<file path="config.mk">
export PLATFORM = sky130hd
export DESIGN_NAME = add_result_accumulator
export DESIGN_NICKNAME = d
export VERILOG_FILES = /design/src/rtl/add_result_accumulator.sv
export SDC_FILE = /design/constraint.sdc
export NUM_CORES = 1
export LEC_CHECK = 0
export CAP_MARGIN = 20
export CORE_MARGIN = 5
export CORE_UTILIZATION = 55
export DETAILED_ROUTE_END_ITERATION = 7
export PLACE_DENSITY_LB_ADDON = 0.15
export SLEW_MARGIN = 20
export SYNTH_ARGS = -nofsm -noshare
export SYNTH_HDL_FRONTEND = slang
export SYNTH_SLANG_ARGS = --single-unit
</file>
<file path="constraint.sdc">
create_clock -name clk -period 3 [get_ports clk]
set_input_delay 0.45 -clock clk [delete_from_list [all_inputs] [get_ports clk]]
set_output_delay 0.45 -clock clk [all_outputs]
set_load 0.01 [all_outputs]
</file>
<file path="src/rtl/add_result_accumulator.sv">
// -----------------------------------------------------------------------------
// add_result_accumulator
//
// Sits directly behind the 8-bit gate-level full adder. Each accepted adder
// result is widened to a 9-bit value {carry_in, sum_in} and added into an
// ACC_W-bit accumulator. After BURST_LEN samples, or on an early flush, the
// burst total is presented on a valid/ready port. The total is held until
// out_ready is seen. While it is held, in_ready is low, which stalls the
// adder's producer.
//
// Build option:
//   ACC_SATURATE_EN  - when defined, an overflowing add clamps the accumulator
//                      to 2^ACC_W-1. When undefined, the add wraps.
//                      out_ovf is set in both builds.
//
// Parameters:
//   BURST_LEN  samples per burst (1..255)
//   ACC_W      accumulator / out_data width (>= 9)
//
// Ports:
//   clk        rising-edge clock
//   rst        asynchronous active-high reset
//   sum_in     8-bit sum from the adder
//   carry_in   carry-out of bit 7 from the adder
//   in_valid   sum_in/carry_in valid this cycle
//   in_ready   stage can accept a sample (low only while a result is held)
//   flush      close the current burst early
//   out_data   burst total
//   out_count  number of samples in the reported burst
//   out_ovf    the burst total exceeded 2^ACC_W-1
//   out_valid  out_data/out_count/out_ovf valid
//   out_ready  downstream takes the result
// -----------------------------------------------------------------------------
module add_result_accumulator #(
  parameter int BURST_LEN = 4,
  parameter int ACC_W     = 12
) (
  input  logic             clk,
  input  logic             rst,
  input  logic [7:0]       sum_in,
  input  logic             carry_in,
  input  logic             in_valid,
  output logic             in_ready,
  input  logic             flush,
  output logic [ACC_W-1:0] out_data,
  output logic [7:0]       out_count,
  output logic             out_ovf,
  output logic             out_valid,
  input  logic             out_ready
);

  localparam logic [7:0] BURST_LEN_C = 8'(BURST_LEN);

  typedef enum logic [1:0] {
    IDLE  = 2'd0,
    ACCUM = 2'd1,
    HOLD  = 2'd2
  } state_t;

  state_t           state_q;
  logic [ACC_W-1:0] acc_q;
  logic [7:0]       count_q;
  logic             ovf_q;
  logic [ACC_W-1:0] out_data_q;
  logic [7:0]       out_count_q;
  logic             out_ovf_q;
  logic             out_valid_q;

  logic [ACC_W:0]   sample_v;
  logic [ACC_W:0]   sum_full;
  logic             add_carry;
  logic [7:0]       count_inc;
  logic             acc_en;
  logic             close_burst;
  logic [ACC_W-1:0] acc_d;
  logic [7:0]       count_d;
  logic             ovf_d;

  // The only difference between builds: what the accumulator keeps when the
  // add carries out of bit ACC_W-1. A clamped value stays clamped, because
  // any later non-zero add overflows again.
  function automatic logic [ACC_W-1:0] add_mux(input logic [ACC_W:0] s);
`ifdef ACC_SATURATE_EN
    return s[ACC_W] ? {ACC_W{1'b1}} : s[ACC_W-1:0];
`else
    return s[ACC_W-1:0];
`endif
  endfunction

  // in_ready depends on the registered state only. It has no path from
  // out_ready, so no sample can slip in on the cycle a result is consumed.
  assign in_ready = (state_q != HOLD);
  assign acc_en   = in_valid & in_ready;

  always_comb begin
    sample_v  = {{(ACC_W-8){1'b0}}, carry_in, sum_in};
    sum_full  = {1'b0, acc_q} + sample_v;
    add_carry = sum_full[ACC_W];
    count_inc = count_q + 8'd1;

    acc_d   = acc_q;
    count_d = count_q;
    ovf_d   = ovf_q;
    if (acc_en) begin
      acc_d   = add_mux(sum_full);
      count_d = count_inc;
      ovf_d   = ovf_q | add_carry;
    end

    // A flush with nothing stored and nothing arriving is ignored. A flush
    // that arrives with an accept includes that sample in the burst.
    close_burst = 1'b0;
    if (acc_en) begin
      close_burst = (count_inc == BURST_LEN_C) | flush;
    end else if (state_q != HOLD) begin
      close_burst = flush & (count_q != 8'd0);
    end
  end

  always_ff @(posedge clk or posedge rst) begin
    if (rst) begin
      state_q     <= IDLE;
      acc_q       <= '0;
      count_q     <= '0;
      ovf_q       <= 1'b0;
      out_data_q  <= '0;
      out_count_q <= '0;
      out_ovf_q   <= 1'b0;
      out_valid_q <= 1'b0;
    end else begin
      case (state_q)
        IDLE, ACCUM: begin
          acc_q   <= acc_d;
          count_q <= count_d;
          ovf_q   <= ovf_d;
          if (close_burst) begin
            state_q     <= HOLD;
            out_valid_q <= 1'b1;
            out_data_q  <= acc_d;
            out_count_q <= count_d;
            out_ovf_q   <= ovf_d;
          end else if (acc_en) begin
            state_q <= ACCUM;
          end
        end
        HOLD: begin
          // out_data_q keeps its value after consumption. It changes only
          // when the next result is loaded.
          if (out_ready) begin
            state_q     <= IDLE;
            acc_q       <= '0;
            count_q     <= '0;
            ovf_q       <= 1'b0;
            out_valid_q <= 1'b0;
          end
        end
        default: begin
          state_q <= IDLE;
        end
      endcase
    end
  end

  assign out_data  = out_data_q;
  assign out_count = out_count_q;
  assign out_ovf   = out_ovf_q;
  assign out_valid = out_valid_q;

endmodule

</file>
# [Word level (Yosys, flattened, before mapping)]
# Index checks and enable logic that the tools add are counted.
[totals] register_bits=45 input_bits=14 output_inout_bits=23 word_cells=46
[op_classes] addsub=2 n_eq_ne=7 mux=17 bitwise_logic=4 reduce_logical=8
[op_table] op="12-bit two-way mux" n=2
[op_table] op="12-bit case mux with 2 select lines" n=1
[op_table] op="8-bit two-way mux" n=2
[op_table] op="8-bit case mux with 2 select lines" n=1
[op_table] op="12-bit by 9-bit adder with 13-bit output" n=1
[op_table] op="8-bit by 1-bit adder with 8-bit output, second input constant" n=1
[op_table] op="8-bit by 3-bit equality test with 1-bit output, second input constant" n=1
[op_table] op="8-bit nonzero test" n=1
[op_table] op="2-bit two-way mux" n=3
[op_table] op="2-bit != test, second input constant" n=3
[op_table] op="2-bit AND reduction" n=3
[op_table] op="1-bit two-way mux" n=5
[op_table] op="1-bit case mux with 2 select lines" n=2
[op_table] op="2-bit case mux with 2 select lines" n=1
[op_table] op="3-bit != test, second input constant" n=1
[op_table] op="3-bit AND reduction" n=1
[op_table] op="1-bit bitwise AND" n=2
[op_table] op="2-bit by 1-bit equality test with 1-bit output, second input constant" n=1
[op_table] op="2-bit equality test, second input constant" n=1
[op_table] op="2-bit logical NOT" n=1
[op_table] op="1-bit bitwise OR" n=2
[op_table] op="2-bit nonzero test" n=1
[op_table] op="2-bit OR reduction" n=1

# [Depth between registers and ports, before layout]
[logic_depth] depth_word=6 ltp_mapped=8 mapped_depth_nobuf=7

# [Least setup slack after synthesis]
# Ideal clock, no wire load.
[synth_timing] path_type="input to register" from="in sum_in[0]" to="reg ovf_q" setup_ns=0.135 arrival_ns=2.125 t_required_ns=2.865 setup_slack_ns=0.740 path_stages=7 path_buffers=0 path_cell_list="ha_1 > fa_1 > a21o_1 > a221oi_1 > nor3_1 > o211ai_1 > o21ai_0"
[synth_via] elab_chain_len=4
[synth_rtl] item="start, declared" line="40" text="input logic [7:0] sum_in,"
[synth_rtl] item="12-bit by 9-bit adder with 13-bit output" line="97" text="sum_full = {1'b0, acc_q} + sample_v;"
[synth_rtl] item="1-bit bitwise OR" line="107" text="ovf_d = ovf_q | add_carry;"
[synth_rtl] item="1-bit two-way mux" line="104" text="if (acc_en) begin"
[synth_rtl] item="1-bit case mux with 2 select lines" line="131" text="case (state_q)"
[synth_rtl] item="end signal, assigned" line="135" text="ovf_q <= ovf_d;"
[synth_rtl] item="end, declared" line="63" text="logic ovf_q;"
# No other way between the ends.
# A chain may end at the register's enable or synchronous reset.

# [Worst setup path in the final report]
[layout_timing] from="reg count_q[0]" to="reg out_data_q[4], in the netlist out_data[4]"
[layout_via] elab_chain_len=5
[layout_rtl] item="start, declared" line="62" text="logic [7:0] count_q;"
[layout_rtl] item="start signal, assigned" line="134" text="count_q <= count_d;"
[layout_rtl] item="8-bit by 1-bit adder with 8-bit output or 8-bit nonzero test (tied branches)" line="99, 116"
[layout_rtl] item="8-bit by 3-bit equality test with 1-bit output or 1-bit bitwise AND (tied branches)" line="114, 116"
[layout_rtl] item="1-bit bitwise OR or 1-bit two-way mux (tied branches)" line="114, 115"
[layout_rtl] item="1-bit two-way mux *" line="113" text="if (acc_en) begin"
[layout_rtl] item="2-bit AND reduction (no line) *"
[layout_rtl] item="end signal, assigned" line="126" text="out_data_q <= '0;"
[layout_rtl] item="end signal, assigned" line="139" text="out_data_q <= acc_d;"
[layout_rtl] item="end, declared" line="64" text="logic [ACC_W-1:0] out_data_q;"
# Mark *: on every way between the ends. The rest lies on a longest branch, timed or not.

==> flow_metrics.tcl <==
set metrics [dict create \
    route.detailed.drc 0 \
    max-slew-margin-rel_pct 38.5 \
    r2r_setup_slack_ns 0.58 \
    synth_top_area_cell "dfrtp_1" \
    synth_top_area_share_pct 41.4 \
    status "finished, final reports clean" \
    yosys-top-cells-area "dfrtp_1, ha_1, a21oi_1, mux2i_1, xor2_1" \
    rows 25 \
    synth_warnings 0 \
    synth-edff-count 0 \
    min_path_type "flop to flop" \
    dpl_cell_area_um2 3170 \
    port_buffers 36 \
    cts-root-buf "clkbuf_8" \
    path_class "flop to flop" \
    syn_nets 304 \
    clock_sink_count 45 \
    cts_hold_buf 0 \
    end_kind "flop" \
    avgSynthCellArea_um2 9.81 \
    wl_per_cell_um 16.3 \
    initial_core_util_pct 57.2 \
    leakagePower_nw 1.45 \
    clk_pin_slew_ns 0.09 \
    syn_inst 277 \
    synth_area_um2 2720 \
    ys_ff_latch 45 \
    setup_ws_ns 0.583 \
    path_max_fanout 7 \
    max_stage_delay_ns 0.62 \
    clk_latency_ns 0.31 \
    worst_slew_pin_slew_ns 0.921 \
    r2r_end "out_data[4]$_DFFE_PP0P_" \
    rsz0062_at_grt "false" \
    finalMaxSlewViolations 0 \
    syn2layout_area_growth_pct 20.7 \
    fin_crit_sh_pct 80.6 \
    cp.required_ns 3.21 \
    final_layout_size_suffix_gt1_share_pct 11.3 \
    peakVddDrop_uv 526 \
    synth_cell_types 54 \
    hold_viol_final 0 \
    dr.first_iter.drc_count 88 \
    clock_skew_ns 0.00983 \
    die_area_um2 6450 \
    dp_hpwl_um 4400 \
    max_cap_violations 0 \
    totalPowerFinal_mw 3.01 \
    fin_tns_setup_ns 0 \
    r2r_start "count_q[0]$_DFFE_PP0P_" \
    nNetsFinal 344 \
    start_kind "flop" \
    cts_buffers 5 \
    io_pins 37 \
    ctsResizeCount 0 \
    critPathArrivalTime_ns 2.63 \
    hp-start "out_data[6]$_DFFE_PP0P_" \
    post-route-cell-area_um2 3280 \
    worstHoldEndpoint "out_data[6]$_DFFE_PP0P_" \
    crit_start "count_q[0]$_DFFE_PP0P_" \
    slowest_stage "nor4_1" \
    grt_pass1_wl_um 10600 \
    yosysMostFrequentCell "dfrtp_1" \
    cts_setup_buffers 0 \
    post_drt_via_cell_ratio 5.71 \
    core-area_um2 4750 \
    grt_max_degree 46 \
    yosys-top-cells-count "dfrtp_1, a21oi_1, nand2_1, o21ai_0, nand3_1" \
    cts.htree.levels 2 \
    post-route-min-period_ns 2.42 \
    hold_slack_ns 0.503 \
    antenna_found_initial 0 \
    fin_util_pct 69.0 \
    routed_wl_um 6280 \
    setup_viol 0 \
    grt_usage_pct 21.4 \
    max_freq_mhz 414 \
    drtAntennaViolNets 0 \
    overflow 0 \
    pre_cts_ws_ns 0.363 \
    cts_tree "yes" \
    cts_buffer_depth 2 \
    instances_no_fill 385 \
    fp.dieW_um 80.3 \
    drt-pass1-iter-count 4 \
    vias 2198 \
    grt_pass1_vias 2143 \
    path_cells "ha_1 > nand3_2 > nor4_1 > o311ai_4 > buf_4 > and2_1 > o21ai_0" \
    power_density_nw_per_um2 918 \
    rr_worst_depth 7 \
    ys.flop_type "dfrtp_1" \
    die_h_um 80.3 \
    yosysSeqAreaShare_pct 41.4 \
    gp_congestion 0.917 \
    hold_path_depth 2 \
    n_antenna_cell 0 \
    placed_cells_incl_taps 377 \
    async_reset_ff_share_pct 100 \
]
[cell usage in the layout (no fill, tap or decap), types with 3 or more instances in the layout]
master	Yosys	layout
a21o_1	4	4
a21oi_1	29	29
a22o_1	3	3
and3_1	4	4
buf_4	1	13
clkbuf_8	0	5
clkdlybuf4s50_1	0	36
dfrtp_1	45	45
ha_1	12	12
inv_1	12	11
mux2_2	7	7
mux2_4	3	3
mux2i_1	13	13
nand2_1	20	20
nand3_1	15	15
nor2_1	13	13
nor3_1	3	3
nor4_1	4	4
o21ai_0	17	17
xnor2_1	8	8
xor2_1	11	11
[critical path, delay by kind of cell, from the launching register on]
family / cells / cell delay [ns]
adder cells (fa/ha/maj): 1 / 0.26
AND/OR/NAND/NOR: 3 / 1.01
buffers and inverters: 1 / 0.20
AO/OA/AOI/OAI: 2 / 0.38
flip-flops: 1 / 0.47
[flip-flops by register name, summed over array words and instances, names as in the netlist]
register   count
acc_q         12
out_data      12
count_q        8
out_count      8
state_q        2
out_ovf        1
out_valid      1
ovf_q          1
[power by group]
part / switching (mW) / internal (mW) / total, mW / leakage (nW)
clock: 0.218 / 0.250 / 0.468 / 0.0554
sequential: 0.240 / 0.845 / 1.09 / 0.560
combinational: 0.725 / 0.732 / 1.46 / 0.830
[area by class of cell]
| cell class | instances | area (um2) |
|---|---|---|
| Fill cell | 384 | 1470 |
| Multi-Input combinational cell | 204 | 1460 |
| Sequential cell | 45 | 1130 |
| Timing Repair Buffer | 49 | 458 |
| Tap cell | 67 | 83.8 |
| Clock buffer | 6 | 72.6 |
| Inverter | 12 | 45.0 |
| Clock inverter | 2 | 38.8 |
[worst max-delay path by stage]
stage | endpoint | depth (start not counted) | slack [ns]
after floorplan | ovf_q$_DFFE_PP0P_ | 7 | 0.74
after global placement | out_data[8]$_DFFE_PP0P_ | 9 | 0.39
after detailed placement | acc_q[8]$_DFFE_PP0P_ | 9 | 0.36
after CTS | out_data[4]$_DFFE_PP0P_ | 7 | 0.57
after global routing | out_data[4]$_DFFE_PP0P_ | 7 | 0.45
final | out_data[4]$_DFFE_PP0P_ | 7 | 0.58
[metal layers]
metal / part of all wire (%) / vias to the layer above / wire length (um) / track usage, %
li1: - / 1077 / - / -
met1: 48 / 1056 / 3030 / 30.5
met2: 46 / 57 / 2890 / 32.8
met3: 4.2 / 8 / 262 / 4.04
met4: 1.5 / 0 / 92 / 7.26
met5: 0 / - / 0 / 0
[kinds of logic (layout without fill, tap and decap cells)]
logic type / count (synthesis) / after routing / synth area share [%]
muxes: 23 / 23 / 9.35
xor gates and xnor gates: 19 / 19 / 6.12
and+or+nand+nor: 75 / 75 / 14.3
DFF: 45 / 45 / 41.4
buffers and inverters: 28 / 69 / 4.97
adders and majority gates: 13 / 13 / 6.26
AOI/OAI and AO/OA: 74 / 74 / 17.6
Note: power is estimated with default switching activity, not from simulation.
